File: src/rtl/avaliador_ativos.sv
// Active-node table: stores open graph nodes, applies insert/improve/remove commands,
// and on request publishes up to NUM_NA valid nodes that share the minimum priority.
module avaliador_ativos #(
    parameter int ADDR_WIDTH      = 10,
    parameter int DISTANCIA_WIDTH = 6,
    parameter int CUSTO_WIDTH     = 4,
    parameter int NUM_NA          = 4,
    parameter int NUM_ATIVOS      = 16
) (
    input  logic                            clk,
    input  logic                            rst_n,
    input  logic                            lvv_atualizar_in,
    input  logic [ADDR_WIDTH-1:0]           lvv_endereco_in,
    input  logic [CUSTO_WIDTH-1:0]          lvv_menor_vizinho_in,
    input  logic [DISTANCIA_WIDTH-1:0]      lvv_distancia_in,
    input  logic [ADDR_WIDTH-1:0]           lvv_anterior_in,
    input  logic                            lvv_desativar_in,
    input  logic [ADDR_WIDTH-1:0]           lvv_desativar_addr_in,
    input  logic                            cme_buscar_in,
    output logic                            aa_ocupado_out,
    output logic                            aa_pronto_out,
    output logic [NUM_NA-1:0]               aa_aprovado_out,
    output logic [ADDR_WIDTH*NUM_NA-1:0]    aa_endereco_out,
    output logic [ADDR_WIDTH*NUM_NA-1:0]    aa_anterior_data_out,
    output logic [DISTANCIA_WIDTH*NUM_NA-1:0] aa_distancia_out,
    output logic                            aa_vazio_out,
    output logic                            aa_cheio_out,
    output logic                            aa_descartado_out
);

    localparam int IDX_W      = (NUM_ATIVOS > 1) ? $clog2(NUM_ATIVOS) : 1;
    localparam int SLOT_W     = $clog2(NUM_NA + 1);
    localparam int SLOT_IDX_W = (NUM_NA > 1) ? $clog2(NUM_NA) : 1;
    localparam int P_W        = DISTANCIA_WIDTH + 1;

    typedef enum logic [1:0] {
        ST_IDLE,
        ST_MINIMO,
        ST_SELECIONAR,
        ST_PRONTO
    } estado_t;

    estado_t estado, prox_estado;

    logic [IDX_W-1:0]           indice;
    logic [P_W-1:0]             minimo;
    logic [SLOT_W-1:0]          slot;
    logic [SLOT_IDX_W-1:0]      slot_idx;
    logic [P_W-1:0]             p_atual;
    logic                       ultimo;

    logic [NUM_ATIVOS-1:0]      valido;
    logic [ADDR_WIDTH-1:0]      endereco  [NUM_ATIVOS];
    logic [CUSTO_WIDTH-1:0]     custo     [NUM_ATIVOS];
    logic [DISTANCIA_WIDTH-1:0] distancia [NUM_ATIVOS];
    logic [ADDR_WIDTH-1:0]      anterior  [NUM_ATIVOS];

    logic                       upd_hit, des_hit, livre_ok;
    logic [IDX_W-1:0]           upd_idx, des_idx, livre_idx;
    logic                       mesmo_addr, ins_ativo;
    logic                       escrever_en, novo_en, descartar_en, limpar_en;
    logic [IDX_W-1:0]           escrever_idx;

    // Priority is zero-extended to one extra bit so the sum can never wrap.
    function automatic logic [P_W-1:0] prioridade(
        input logic [DISTANCIA_WIDTH-1:0] d,
        input logic [CUSTO_WIDTH-1:0]     c
    );
        return P_W'(d) + P_W'(c);
    endfunction

    assign p_atual      = prioridade(distancia[indice], custo[indice]);
    assign ultimo       = (indice == IDX_W'(NUM_ATIVOS - 1));
    assign slot_idx     = SLOT_IDX_W'(slot);
    assign aa_vazio_out = ~|valido;
    assign aa_cheio_out = &valido;

    always_comb begin
        prox_estado    = estado;
        aa_ocupado_out = 1'b0;
        aa_pronto_out  = 1'b0;
        case (estado)
            ST_IDLE: begin
                if (cme_buscar_in) prox_estado = ST_MINIMO;
            end
            ST_MINIMO: begin
                aa_ocupado_out = 1'b1;
                if (ultimo) prox_estado = ST_SELECIONAR;
            end
            ST_SELECIONAR: begin
                aa_ocupado_out = 1'b1;
                if (ultimo) prox_estado = ST_PRONTO;
            end
            ST_PRONTO: begin
                aa_pronto_out = 1'b1;
                prox_estado   = ST_IDLE;
            end
            default: prox_estado = ST_IDLE;
        endcase
    end

    // Address lookup and lowest free slot, both taken from the pre-edge table.
    always_comb begin
        upd_hit   = 1'b0;
        upd_idx   = '0;
        des_hit   = 1'b0;
        des_idx   = '0;
        livre_ok  = 1'b0;
        livre_idx = '0;
        for (int i = 0; i < NUM_ATIVOS; i++) begin
            if (!upd_hit && valido[i] && endereco[i] == lvv_endereco_in) begin
                upd_hit = 1'b1;
                upd_idx = IDX_W'(i);
            end
            if (!des_hit && valido[i] && endereco[i] == lvv_desativar_addr_in) begin
                des_hit = 1'b1;
                des_idx = IDX_W'(i);
            end
            if (!livre_ok && !valido[i]) begin
                livre_ok  = 1'b1;
                livre_idx = IDX_W'(i);
            end
        end
    end

    always_comb begin
        mesmo_addr   = lvv_atualizar_in && lvv_desativar_in &&
                       (lvv_endereco_in == lvv_desativar_addr_in);
        ins_ativo    = !aa_ocupado_out && lvv_atualizar_in && !mesmo_addr;
        escrever_idx = upd_hit ? upd_idx : livre_idx;
        escrever_en  = ins_ativo &&
                       (upd_hit ? (lvv_distancia_in < distancia[upd_idx]) : livre_ok);
        novo_en      = ins_ativo && !upd_hit && livre_ok;
        descartar_en = ins_ativo && !upd_hit && !livre_ok;
        limpar_en    = !aa_ocupado_out && lvv_desativar_in && des_hit;
    end

    always_ff @(posedge clk or negedge rst_n) begin
        if (!rst_n) begin
            estado               <= ST_IDLE;
            indice               <= '0;
            minimo               <= '1;
            slot                 <= '0;
            valido               <= '0;
            aa_descartado_out    <= 1'b0;
            aa_aprovado_out      <= '0;
            aa_endereco_out      <= '0;
            aa_anterior_data_out <= '0;
            aa_distancia_out     <= '0;
        end else begin
            estado <= prox_estado;
            case (estado)
                ST_IDLE: begin
                    if (cme_buscar_in) begin
                        indice               <= '0;
                        minimo               <= '1;
                        slot                 <= '0;
                        aa_aprovado_out      <= '0;
                        aa_endereco_out      <= '0;
                        aa_anterior_data_out <= '0;
                        aa_distancia_out     <= '0;
                    end
                end
                ST_MINIMO: begin
                    if (valido[indice] && p_atual < minimo) minimo <= p_atual;
                    indice <= indice + IDX_W'(1);
                end
                ST_SELECIONAR: begin
                    // Ties beyond NUM_NA are skipped; lowest table index lands in slot 0.
                    if (valido[indice] && p_atual == minimo && slot < SLOT_W'(NUM_NA)) begin
                        aa_aprovado_out[slot_idx] <= 1'b1;
                        aa_endereco_out[slot_idx*ADDR_WIDTH +: ADDR_WIDTH]           <= endereco[indice];
                        aa_anterior_data_out[slot_idx*ADDR_WIDTH +: ADDR_WIDTH]      <= anterior[indice];
                        aa_distancia_out[slot_idx*DISTANCIA_WIDTH +: DISTANCIA_WIDTH] <= distancia[indice];
                        slot <= slot + SLOT_W'(1);
                    end
                    indice <= indice + IDX_W'(1);
                end
                default: ;
            endcase
            if (novo_en)      valido[escrever_idx] <= 1'b1;
            if (limpar_en)    valido[des_idx]      <= 1'b0;
            if (descartar_en) aa_descartado_out    <= 1'b1;
        end
    end

    always_ff @(posedge clk) begin
        if (escrever_en) begin
            endereco[escrever_idx]  <= lvv_endereco_in;
            custo[escrever_idx]     <= lvv_menor_vizinho_in;
            distancia[escrever_idx] <= lvv_distancia_in;
            anterior[escrever_idx]  <= lvv_anterior_in;
        end
    end

endmodule

File: config.mk
export PLATFORM = sky130hd
export DESIGN_NAME = avaliador_ativos
export DESIGN_NICKNAME = d
export VERILOG_FILES = /design/src/rtl/avaliador_ativos.sv
export SDC_FILE = /design/constraint.sdc
export NUM_CORES = 1
export LEC_CHECK = 0
export BUFFER_PORTS_ARGS = -buffer_cell sky130_fd_sc_hd__buf_4
export CELL_PAD_IN_SITES_DETAIL_PLACEMENT = 1
export CELL_PAD_IN_SITES_GLOBAL_PLACEMENT = 1
export CORE_UTILIZATION = 56
export DETAILED_ROUTE_END_ITERATION = 8
export PLACE_DENSITY_LB_ADDON = 0.08
export SLEW_MARGIN = 20
export SYNTH_ARGS = -nofsm -noshare
export SYNTH_HDL_FRONTEND = slang
export SYNTH_SLANG_ARGS = --single-unit
File: constraint.sdc
create_clock -name clk -period 12.9 [get_ports clk]
set_input_delay 1.935 -clock clk [delete_from_list [all_inputs] [get_ports clk]]
set_output_delay 1.935 -clock clk [all_outputs]
set_load 0.005 [all_outputs]
==> results.sh <==
export IMPL_status="completed"
export IMPL_multi_input_comb_area_um2=13500
export IMPL_async_flop_share=0.227
export IMPL_drive_above_1_share=0.215
export IMPL_fin_crit_sh=0.734
export IMPL_core_area_um2=56600
export IMPL_finalNetCount=2579
export IMPL_p_leak_nw=12.3
export IMPL_top_usage_layer="met2"
export IMPL_hp_class="reg -> reg"
export IMPL_avgSynthCellArea_um2=13.6
export IMPL_ys_seq_area_frac=0.558
export IMPL_path_max_fanout=36
export IMPL_grtUsageMet2=0.608
export IMPL_insertion_delay_ps=640
export IMPL_synth_warnings=0
export IMPL_worst_path_buf_inv=2
export IMPL_overflow=0
export IMPL_netlist_area_um2=32200
export IMPL_fp_dieH_um=242
export IMPL_dieArea_um2=58400
export IMPL_cts_root_buf="clkbuf_16"
export IMPL_whs_path_depth=2
export IMPL_ys_ff_latch=621
export IMPL_portBuffers=157
export IMPL_drcViolationCount=0
export IMPL_grt_pass1_vias=23651
export IMPL_tightest_slew_ps=1110
export IMPL_gr_usage_met1=0.517
export IMPL_cap_viol_max_count=0
export IMPL_grt_use_total=0.384
export IMPL_fin_util=0.640
export IMPL_vdd_drop_max_mv=0.160
export IMPL_worstPathArrival_ps=9730
export IMPL_setup_viol=0
export IMPL_slowest_stage="or3_2"
export IMPL_met3_usage=0.0819
export IMPL_htreeDepth=3
export IMPL_fin_skew_ps=34.1
export IMPL_fp_dieW_um=242
export IMPL_rows=87
export IMPL_fin_area_um2=36200
export IMPL_syn_num_nets=2444
export IMPL_slew_headroom=0.253
export IMPL_worstSetupPathType="in -> reg"
export IMPL_placed_area_um2=34100
export IMPL_drt_total_wl_mm=111
export IMPL_cts_buffers=68
export IMPL_rsz0062_at_grt="no"
export IMPL_cts_resized=0
export IMPL_max_stage_delay_ps=960
export IMPL_crit_top_cell="a21oi_1"
export IMPL_end_kind="register"
export IMPL_path_delay_family="simple AND/OR/NAND/NOR gates"
export IMPL_yosys_most_used_dff="edfxtp_1"
export IMPL_hold_violations=0
export IMPL_antenna_found_initial=3
export IMPL_synthCells=2370
export IMPL_viasPerCell=6.90
export IMPL_grt_pass1_wl_mm=164
export IMPL_gp_congestion=0.945
export IMPL_pin_count=158
export IMPL_r2r_worst_path_cells=18
export IMPL_synth_edff_count=480
export IMPL_cp_num_cells=19
export IMPL_postCtsSetupRepairBufs=0
export IMPL_drt_initial_drc_count=2612
export IMPL_drv_slew=0
export IMPL_area_growth_synth_to_final_pct=12.6
export IMPL_hold_buffers=0
export IMPL_seqCellArea_um2=18000
export IMPL_cp_required_ps=13160
export IMPL_post_route_min_period_ps=9470
export IMPL_grt_max_degree=98
export IMPL_n_fill_cell=5292
export IMPL_cellPowerDensity_nw_per_um2=201
export IMPL_antenna_left=0
export IMPL_clock_path_buffers=3
export IMPL_wire_per_inst_um=33.6
export IMPL_dr_pass1_iters=5
export IMPL_crit_chain="buf_4 -> xnor2_1 -> nand2_1 -> or4_2 -> a211o_1 -> a211oi_1 -> or3_2 -> mux2i_1 -> mux2i_1 -> o22a_1 -> a21oi_1 -> ha_1 -> and4_1 -> a21oi_1 -> a21oi_1 -> a211oi_1 -> nand2_1 -> nor3_2 -> buf_4"
export IMPL_via_count=22850
export IMPL_clk_pin_slew_ps=60
export IMPL_clock_sinks=621
export IMPL_initial_utilization=0.568
export IMPL_worstSetupStartpointType="primary input"
export IMPL_yosysUniqueCellTypes=85
export IMPL_tns_ps=0
export IMPL_place_hpwl_mm=76.6
export IMPL_cts_tree="built"
export IMPL_max_freq_mhz=106
power by group:
group / switching, mW / total [mW] / internal, mW
clock: 0.846 / 1.92 / 1.08
sequential: 0.188 / 2.59 / 2.40
combinational: 1.73 / 2.77 / 1.04
total: 2.76 / 7.28 / 4.52
path summary, 6_finish.rpt:
path                               startpoint  slack, ps                   to
min in group asynchronous               rst_n       1380  aa_endereco_out[13]
max in group asynchronous               rst_n      10200            indice[0]
min reg2reg                         minimo[3]        490            minimo[3]
max                        lvv_endereco_in[4]       3430       anterior[2][5]
min                                 minimo[3]        490            minimo[3]
max reg2reg                    endereco[6][9]       4760       anterior[2][5]
area by class of cell:
cell class,instances,share of cell area
diodes,2,0.000138
clock buffers,95,0.0509
clock inverters,24,0.00873
inverters,30,0.00311
multi-input cells,1573,0.371
flip-flops and latches,621,0.496
well taps,756,0.0261
repair buffers,211,0.0441
Yosys cell counts, types with 6 or more instances:
library cell / number / area share
clkbuf_1: 97 / 0.011
a21oi_1: 66 / 0.010
nand3_1: 49 / 0.0076
a211oi_1: 6 / 0.0014
buf_1: 15 / 0.0017
o21ai_0: 104 / 0.016
mux2i_1: 61 / 0.019
nand4b_1: 17 / 0.0046
edfxtp_1: 480 / 0.45
dfrtp_1: 134 / 0.10
a22o_1: 34 / 0.0093
buf_2: 7 / 0.0011
nor3_1: 57 / 0.0089
a31oi_1: 23 / 0.0045
a22oi_1: 19 / 0.0044
nor4b_1: 6 / 0.0016
dfstp_2: 7 / 0.0057
or2_2: 12 / 0.0023
xor2_1: 16 / 0.0044
a21o_1: 6 / 0.0014
xnor2_1: 312 / 0.085
mux2_2: 20 / 0.0070
nand4_1: 95 / 0.018
xnor2_4: 6 / 0.0051
inv_1: 28 / 0.0033
o22ai_1: 26 / 0.0051
nor2b_1: 20 / 0.0039
and2_1: 11 / 0.0021
nand2b_1: 9 / 0.0017
ha_1: 28 / 0.011
nor4_1: 28 / 0.0054
buf_6: 15 / 0.0052
nor2_1: 81 / 0.0094
or3_1: 27 / 0.0052
o31ai_1: 14 / 0.0033
nand2_1: 173 / 0.020
or4_1: 8 / 0.0019
mux4_2: 155 / 0.11
routing by layer:
layer	routed length (um)	part of all wire
met1	43100	0.39
met2	52700	0.47
met3	10700	0.096
met4	4830	0.043
met5	13	0.00012
cells by family (layout without fill, tap and decap cells):
kind of cell / count (synthesis) / count (layout) / synth area share
buf+inv: 176 / 360 / 0.0284
other cells: 0 / 2 / 0
compound gates: 349 / 349 / 0.0707
xor+xnor: 334 / 334 / 0.0944
flops: 621 / 621 / 0.558
fa+ha+maj: 29 / 29 / 0.0115
mux: 237 / 237 / 0.135
simple gates: 624 / 624 / 0.102
sequential cells by signal, indices dropped and copies added, names as in the netlist:
| signal | cells |
|---|---|
| aa_aprovado_out | 4 |
| indice | 4 |
| slot | 3 |
| estado | 2 |
| anterior | 160 |
| aa_distancia_out | 24 |
| aa_descartado_out | 1 |
| endereco | 160 |
| distancia | 96 |
| minimo | 7 |
| aa_endereco_out | 40 |
| custo | 64 |
| aa_anterior_data_out | 40 |
| valido | 16 |
cell usage in the layout, fill, tap and decap left out, types with 20 or more instances in the layout:
master,count
mux4_2,155
a22o_1,34
xnor2_1,312
a31oi_1,23
ha_1,27
clkbuf_1,24
o22ai_1,26
nor4_1,22
nor2b_1,20
nand4_1,95
clkbuf_16,69
a21oi_1,62
or3_1,26
nor2_1,81
nand2_1,173
nor3_1,51
o21ai_0,104
edfxtp_1,480
dfrtp_1,130
inv_1,28
mux2_2,20
buf_4,209
nand3_1,49
mux2i_1,61
metrics by stage:
step	hold slack, ps	worst slack (ps)	power, mW	instances
after CTS	490	3630	7.24	3310
final	488	3430	7.28	3312
after global placement	464	3300	5.22	3191
after floorplan	451	3220	4.30	2370
after detailed placement	477	3020	5.32	3191
after global routing	513	3210	7.51	3310
tightest hold or removal path: cells and delay by family (launching register included):
family | cells | cell delay, ps
DFF | 1 | 360
buffers and inverters | 1 | 60
muxes | 1 | 60
Power figures use the tool's default switching activity.
